`config.mk`:
```
export PLATFORM = sky130hd
export DESIGN_NAME = shift_arbiter
export DESIGN_NICKNAME = d
export VERILOG_FILES = /design/src/rtl/shift_arb_pkg.sv /design/src/rtl/shift64.sv /design/src/rtl/shift_arbiter_slot.sv /design/src/rtl/shift_arbiter.sv
export SDC_FILE = /design/constraint.sdc
export NUM_CORES = 1
export LEC_CHECK = 0
export BUFFER_PORTS_ARGS = -buffer_cell sky130_fd_sc_hd__buf_2
export CORE_MARGIN = 4
export CORE_UTILIZATION = 31
export DETAILED_ROUTE_END_ITERATION = 7
export PLACE_DENSITY = 0.56
export SYNTH_ARGS = -nofsm -noshare
export SYNTH_HDL_FRONTEND = slang
export SYNTH_HIERARCHICAL = 1
export SYNTH_SLANG_ARGS = --single-unit
```
`constraint.sdc`:
```
create_clock -name clk -period 4.05 [get_ports clk]
set_input_delay 0 -clock clk [delete_from_list [all_inputs] [get_ports clk]]
set_output_delay 0 -clock clk [all_outputs]
set_load 0.005 [all_outputs]
```
`src/rtl/shift_arb_pkg.sv`:
```
// ============================================================================
// shift_arb_pkg : lane constants, request record and direction type
// Rev 1.0
// ============================================================================
`default_nettype none

package shift_arb_pkg;

   localparam int LANE_W      = 32;
   localparam int AMT_LANE_W  = 5;
   localparam int SHAMT_BUS_W = 12;
   localparam int DATA_W      = 64;
   localparam int AMT_W       = 6;

   typedef enum logic {
      LEFT  = 1'b0,
      RIGHT = 1'b1
   } dir_e;

   typedef struct packed {
      logic              wide;
      dir_e              dir;
      logic              arith;
      logic [AMT_W-1:0]  amt;
      logic [DATA_W-1:0] data;
   } shift_req_t;

endpackage

`default_nettype wire

```
`src/rtl/shift64.sv`:
```
// ============================================================================
// shift64 : combinational 64-bit shifter, unified or dual 32-bit lane mode
// Rev 1.0
// ============================================================================
`default_nettype none

module shift64 (
   input  logic [63:0] in_bus_i,
   input  logic        mode_unified_i,
   input  logic        uni_dir_i,
   input  logic        uni_arith_i,
   input  logic        lo_dir_i,
   input  logic        lo_arith_i,
   input  logic        hi_dir_i,
   input  logic        hi_arith_i,
   input  logic [11:0] shift_amt_i,
   output logic [63:0] out_bus_o
);

   // Split mode: lo amount in [4:0], hi amount in [10:6]; unified uses [5:0].
   logic w_unused_amt;
   assign w_unused_amt = shift_amt_i[11];

   function automatic logic [31:0] lane_shift(logic [31:0] d, logic dir, logic arith,
                                              logic [4:0] n);
      if (!dir)      return d << n;
      else if (arith) return 32'($signed(d) >>> n);
      else           return d >> n;
   endfunction

   function automatic logic [63:0] uni_shift(logic [63:0] d, logic dir, logic arith,
                                             logic [5:0] n);
      if (!dir)      return d << n;
      else if (arith) return 64'($signed(d) >>> n);
      else           return d >> n;
   endfunction

   always_comb begin
      out_bus_o = '0;
      if (mode_unified_i) begin
         out_bus_o = uni_shift(in_bus_i, uni_dir_i, uni_arith_i, shift_amt_i[5:0]);
      end else begin
         out_bus_o[31:0]  = lane_shift(in_bus_i[31:0], lo_dir_i, lo_arith_i, shift_amt_i[4:0]);
         out_bus_o[63:32] = lane_shift(in_bus_i[63:32], hi_dir_i, hi_arith_i, shift_amt_i[10:6]);
      end
   end

endmodule

`default_nettype wire

```
`src/rtl/shift_arbiter_slot.sv`:
```
// ============================================================================
// shift_rsp_slot : one-entry result register with valid/ready handshake
// Rev 1.0
// ============================================================================
`default_nettype none

module shift_rsp_slot #(
   parameter int DW = 64
) (
   input  logic          clk,
   input  logic          rst,
   input  logic          load_i,
   input  logic [DW-1:0] data_i,
   input  logic          ready_i,
   output logic          valid_o,
   output logic [DW-1:0] data_o
);

   logic          valid_q, valid_d;
   logic [DW-1:0] data_q, data_d;

   always_comb begin
      valid_d = valid_q;
      data_d  = data_q;
      if (load_i) begin
         valid_d = 1'b1;
         data_d  = data_i;
      end else if (ready_i) begin
         valid_d = 1'b0;
      end
   end

   always_ff @(posedge clk) begin
      if (rst) begin
         valid_q <= 1'b0;
         data_q  <= '0;
      end else begin
         valid_q <= valid_d;
         data_q  <= data_d;
      end
   end

   assign valid_o = valid_q;
   assign data_o  = data_q;

endmodule

`default_nettype wire

```
`src/rtl/shift_arbiter.sv`:
```
// ============================================================================
// shift_arbiter : shares one shift64 between two requesters, fusing 32-bit ops
// Rev 1.0
// ============================================================================
`default_nettype none

module shift_arbiter
   import shift_arb_pkg::*;
#(
   parameter int DW    = 64,
   parameter int AW    = 6,
   parameter int CNT_W = 16
) (
   input  logic             clk,
   input  logic             rst,
   input  logic             req0_valid_i,
   output logic             req0_ready_o,
   input  logic             req0_wide_i,
   input  logic             req0_dir_i,
   input  logic             req0_arith_i,
   input  logic [AW-1:0]    req0_amt_i,
   input  logic [DW-1:0]    req0_data_i,
   input  logic             req1_valid_i,
   output logic             req1_ready_o,
   input  logic             req1_wide_i,
   input  logic             req1_dir_i,
   input  logic             req1_arith_i,
   input  logic [AW-1:0]    req1_amt_i,
   input  logic [DW-1:0]    req1_data_i,
   output logic             rsp0_valid_o,
   input  logic             rsp0_ready_i,
   output logic [DW-1:0]    rsp0_data_o,
   output logic             rsp1_valid_o,
   input  logic             rsp1_ready_i,
   output logic [DW-1:0]    rsp1_data_o,
   output logic [CNT_W-1:0] issue_cnt_o,
   output logic [CNT_W-1:0] fuse_cnt_o
);

   shift_req_t w_req0, w_req1;
   assign w_req0 = '{wide: req0_wide_i, dir: dir_e'(req0_dir_i), arith: req0_arith_i,
                     amt: req0_amt_i, data: req0_data_i};
   assign w_req1 = '{wide: req1_wide_i, dir: dir_e'(req1_dir_i), arith: req1_arith_i,
                     amt: req1_amt_i, data: req1_data_i};

   logic [1:0]       w_elig, w_grant, w_slot_valid, w_rsp_ready;
   logic             w_fuse;
   logic             rr_q, rr_d;
   logic [CNT_W-1:0] issue_q, issue_d, fuse_q, fuse_d;

   assign w_rsp_ready = {rsp1_ready_i, rsp0_ready_i};
   assign w_elig[0]   = req0_valid_i & (~w_slot_valid[0] | rsp0_ready_i);
   assign w_elig[1]   = req1_valid_i & (~w_slot_valid[1] | rsp1_ready_i);

   // rr_q names the requester that wins a non-fusable conflict.
   assign w_fuse     = ~rst & w_elig[0] & w_elig[1] & ~w_req0.wide & ~w_req1.wide;
   assign w_grant[0] = ~rst & (w_fuse | (w_elig[0] & (~rr_q | ~w_elig[1])));
   assign w_grant[1] = ~rst & (w_fuse | (w_elig[1] & (rr_q | ~w_elig[0])));

   assign req0_ready_o = w_grant[0];
   assign req1_ready_o = w_grant[1];

   logic [63:0]            w_in_bus, w_out_bus;
   logic                   w_unified, w_uni_dir, w_uni_arith;
   logic                   w_lo_dir, w_lo_arith, w_hi_dir, w_hi_arith;
   logic [SHAMT_BUS_W-1:0] w_shamt;

   always_comb begin
      w_in_bus    = '0;
      w_unified   = 1'b0;
      w_uni_dir   = 1'b0;
      w_uni_arith = 1'b0;
      w_lo_dir    = 1'b0;
      w_lo_arith  = 1'b0;
      w_hi_dir    = 1'b0;
      w_hi_arith  = 1'b0;
      w_shamt     = '0;
      if (w_grant[0] & w_req0.wide) begin
         w_unified   = 1'b1;
         w_uni_dir   = (w_req0.dir == RIGHT);
         w_uni_arith = w_req0.arith;
         w_shamt     = {6'b0, w_req0.amt};
         w_in_bus    = w_req0.data;
      end else if (w_grant[1] & w_req1.wide) begin
         w_unified   = 1'b1;
         w_uni_dir   = (w_req1.dir == RIGHT);
         w_uni_arith = w_req1.arith;
         w_shamt     = {6'b0, w_req1.amt};
         w_in_bus    = w_req1.data;
      end else begin
         if (w_grant[0]) begin
            w_lo_dir       = (w_req0.dir == RIGHT);
            w_lo_arith     = w_req0.arith;
            w_shamt[4:0]   = w_req0.amt[AMT_LANE_W-1:0];
            w_in_bus[31:0] = w_req0.data[LANE_W-1:0];
         end
         if (w_grant[1]) begin
            w_hi_dir        = (w_req1.dir == RIGHT);
            w_hi_arith      = w_req1.arith;
            w_shamt[10:6]   = w_req1.amt[AMT_LANE_W-1:0];
            w_in_bus[63:32] = w_req1.data[LANE_W-1:0];
         end
      end
   end

   shift64 u_shift64 (
      .in_bus_i       (w_in_bus),
      .mode_unified_i (w_unified),
      .uni_dir_i      (w_uni_dir),
      .uni_arith_i    (w_uni_arith),
      .lo_dir_i       (w_lo_dir),
      .lo_arith_i     (w_lo_arith),
      .hi_dir_i       (w_hi_dir),
      .hi_arith_i     (w_hi_arith),
      .shift_amt_i    (w_shamt),
      .out_bus_o      (w_out_bus)
   );

   logic [DW-1:0] w_res [2];
   logic [DW-1:0] w_slot_data [2];
   assign w_res[0] = w_req0.wide ? w_out_bus : {32'b0, w_out_bus[31:0]};
   assign w_res[1] = w_req1.wide ? w_out_bus : {32'b0, w_out_bus[63:32]};

   for (genvar g = 0; g < 2; g++) begin : g_slot
      shift_rsp_slot #(.DW(DW)) u_slot (
         .clk     (clk),
         .rst     (rst),
         .load_i  (w_grant[g]),
         .data_i  (w_res[g]),
         .ready_i (w_rsp_ready[g]),
         .valid_o (w_slot_valid[g]),
         .data_o  (w_slot_data[g])
      );
   end

   assign rsp0_valid_o = w_slot_valid[0];
   assign rsp1_valid_o = w_slot_valid[1];
   assign rsp0_data_o  = w_slot_data[0];
   assign rsp1_data_o  = w_slot_data[1];

   always_comb begin
      rr_d    = rr_q;
      issue_d = issue_q;
      fuse_d  = fuse_q;
      if (|w_grant) issue_d = issue_q + CNT_W'(1);
      if (w_fuse)   fuse_d  = fuse_q + CNT_W'(1);
      if (w_grant[0] ^ w_grant[1]) rr_d = w_grant[0];
   end

   always_ff @(posedge clk) begin
      if (rst) begin
         rr_q    <= 1'b0;
         issue_q <= '0;
         fuse_q  <= '0;
      end else begin
         rr_q    <= rr_d;
         issue_q <= issue_d;
         fuse_q  <= fuse_d;
      end
   end

   assign issue_cnt_o = issue_q;
   assign fuse_cnt_o  = fuse_q;

endmodule

`default_nettype wire
```
==> flow_metrics.env <==
export IMPL_status="finished, violations left"
export IMPL_failed_checks="negative setup slack"
export IMPL_ir_worst_vdd_uv=303.2
export IMPL_synth_area_mm2=0.02273
export IMPL_vias=29690
export IMPL_dieArea_mm2=0.07772
export IMPL_crit_top_cell="buf_6"
export IMPL_fillers=6853
export IMPL_gp_congestion=1.085
export IMPL_nets=3902
export IMPL_rows=99
export IMPL_firstDrtPassIters=7
export IMPL_crit_chain="nand2b_1, nand2_2, buf_6, o31ai_4, buf_6, buf_12, buf_16, buf_8, buf_6, o2bb2ai_4, buf_6, buf_6, mux4_2, mux2_4, mux2i_4, buf_6, nor2_1, nor3_2, a31oi_4, mux2_4, mux2i_1, nor2_1"
export IMPL_cts_tree="done"
export IMPL_setup_viol=35
export IMPL_viasPerCell=6.285
export IMPL_crit_path_max_fanout=5
export IMPL_r2r_end="g_slot[1].u_slot/data_o[13]"
export IMPL_root_buffer="clkbuf_16"
export IMPL_r2r_setup_slack_ns=-0.13
export IMPL_rsz0062_at_grt="yes"
export IMPL_r2r_start="g_slot[0].u_slot/valid_o"
export IMPL_pin_count=316
export IMPL_min_to="rr_q"
export IMPL_finalPower_mw=8.436
export IMPL_cts_buffer_depth=2
export IMPL_clkSlewWorstSetupHoldPaths_ns=0.07
export IMPL_avgSynthCellArea_um2=8.545
export IMPL_cp_slowest_stage_delay_ns=0.49
export IMPL_fin_crit_ns=4.181
export IMPL_final_area_mm2=0.03651
export IMPL_worstMarginPinSlew_ns=1.138
export IMPL_p_leak_nw=15.51
export IMPL_drive_gt1_share_pct=54.63
export IMPL_power_density_mw_per_mm2=231.1
export IMPL_report_final_slew_viol_count=0
export IMPL_crit_slowest_cell="mux4_2"
export IMPL_hold_start="req0_valid_i"
export IMPL_hpwl_um=118300
export IMPL_cts_sinks=163
export IMPL_start_kind="flop"
export IMPL_start_util_pct=31.21
export IMPL_crit_path_end_kind="flop"
export IMPL_die_x_um=278.8
export IMPL_crit_arrival_ns=4.47
export IMPL_core_mm2=0.07283
export IMPL_wl_per_cell_um=32.00
export IMPL_wirelength_um=151200
export IMPL_hold_path_class="in2reg"
export IMPL_cts_buffers_inserted=17
export IMPL_grt_pass1_vias=28020
export IMPL_clock_fmax_ghz=0.2392
export IMPL_maxCapViolCount=0
export IMPL_clk_latency_ns=0.45
export IMPL_fin_crit_sh_pct=103.2
export IMPL_fin_tns_setup_ns=-1.708
export IMPL_setup_worst_path_class="reg2reg"
export IMPL_die_y_um=278.8
export IMPL_syn_nets=2815
export IMPL_ant_nets=0
export IMPL_grt_overflow=0
export IMPL_drc=0
export IMPL_placed_cell_area_mm2=0.03181
export IMPL_yosys_warnings=6
export IMPL_grt_usage_pct=36.16
export IMPL_reg2regPathDepth=22
export IMPL_io_buffers=315
export IMPL_areaGrowthSynthToFinish_pct=60.64
export IMPL_cts_max_level=4
export IMPL_drtIter0Drc=4114
export IMPL_grt_pass1_wl_um=206600
export IMPL_grt_max_degree=106
export IMPL_hold_depth=5
export IMPL_hold_viol=0
export IMPL_antenna_found_initial=6
export IMPL_relSlewSlack_pct=24.17
export IMPL_worst_clock_skew_ns=0.01110
export IMPL_synthCells=2660
export IMPL_fin_ws_ns=-0.1309
export IMPL_crit_required_ns=4.34
export IMPL_critPathLaunch="g_slot[0].u_slot/valid_o"
## critical path: cells and delay by family (launching register included)
kind	cells	cell delay, ns
AO/OA/AOI/OAI	3	0.50
AND/OR/NAND/NOR	5	0.61
flip-flops	1	0.32
buffers and inverters	9	1.14
multiplexers	5	1.46
## worst max-delay path by stage
stage | to | depth (start not counted) | slack (ns)
6_report | g_slot[1].u_slot/data_o[13] | 22 | -0.13
5_1_grt | g_slot[1].u_slot/data_o[10] | 20 | -0.21
4_1_cts | g_slot[1].u_slot/data_o[6] | 22 | -0.08
3_5_place_dp | g_slot[1].u_slot/data_o[10] | 18 | -0.73
3_3_place_gp | g_slot[1].u_slot/data_o[7] | 18 | -0.69
2_1_floorplan | g_slot[1].u_slot/data_o[21] | 17 | 0.05
## placed cells by master, fill, tap and decap left out, drive strengths merged, types with 34 or more instances in the layout
cell and count:
mux2 151, mux2i 294, nand3 49, o211ai 48, o21ai 97, and2 94
a21oi 108, a31oi 36, nor2 317, buf 1352, dfxtp 163, nand2 216
a22o 53, nor3 34, a211oi 34, mux4 184, o2bb2ai 44
## flip-flops by register name, summed over array words and instances, names as in the netlist
name,count
fuse_cnt_o,16
g_slot.u_slot/data_o,128
g_slot.u_slot/valid_o,2
issue_cnt_o,16
rr_q,1
## routing by layer
layer / wire (um) / track usage, % / vias up
met3: 15480 / 7.400 / 562
met1: 57910 / 46.74 / 14710
met5: 13 / 0 / -
met2: 65160 / 55.85 / 1917
met4: 12610 / 21.60 / 2
li1: - / - / 12500
## where the power goes
group	internal, mW	switching, mW
Clock	0.864	0.724
Combinational	2.37	2.79
Sequential	1.65	0.0327
Total	4.89	3.55
## area by class of cell
class	count	area (um2)	share of cell area, %
timing repair buffer	1364	11080	30.34
antenna	5	12.51	0.03427
tap	959	1200	3.286
sequential	163	3267	8.947
clock inverter	11	92.59	0.2536
multi-input combinational	2173	20260	55.49
inverter	28	121.4	0.3324
clock buffer	21	480.5	1.316
## what timing repair did
item | 4_1_cts | 5_1_grt
cloned | 9 | 9
hold endpoints to repair | 5 | 0
buffers inserted | 44 | 96
setup endpoints to repair | 110 | 114
hold buffers | 3 | 0
pin swaps | 23 | 95
gates resized for setup | 218 | 404
## metrics by stage
stage	setup WS [ns]	instances	util, %	hold slack (ns)
6_report	-0.1309	4724	50.13	0.06602
5_1_grt	-0.2147	4720	50.12	0.06702
4_1_cts	-0.08267	4628	46.46	0.05640
3_5_place_dp	-0.7279	4546	43.68	0.3083
3_3_place_gp	-0.6884	4546	43.68	0.3100
2_1_floorplan	0.05127	2660	-	0.1817
Power figures use the tool's default switching activity.
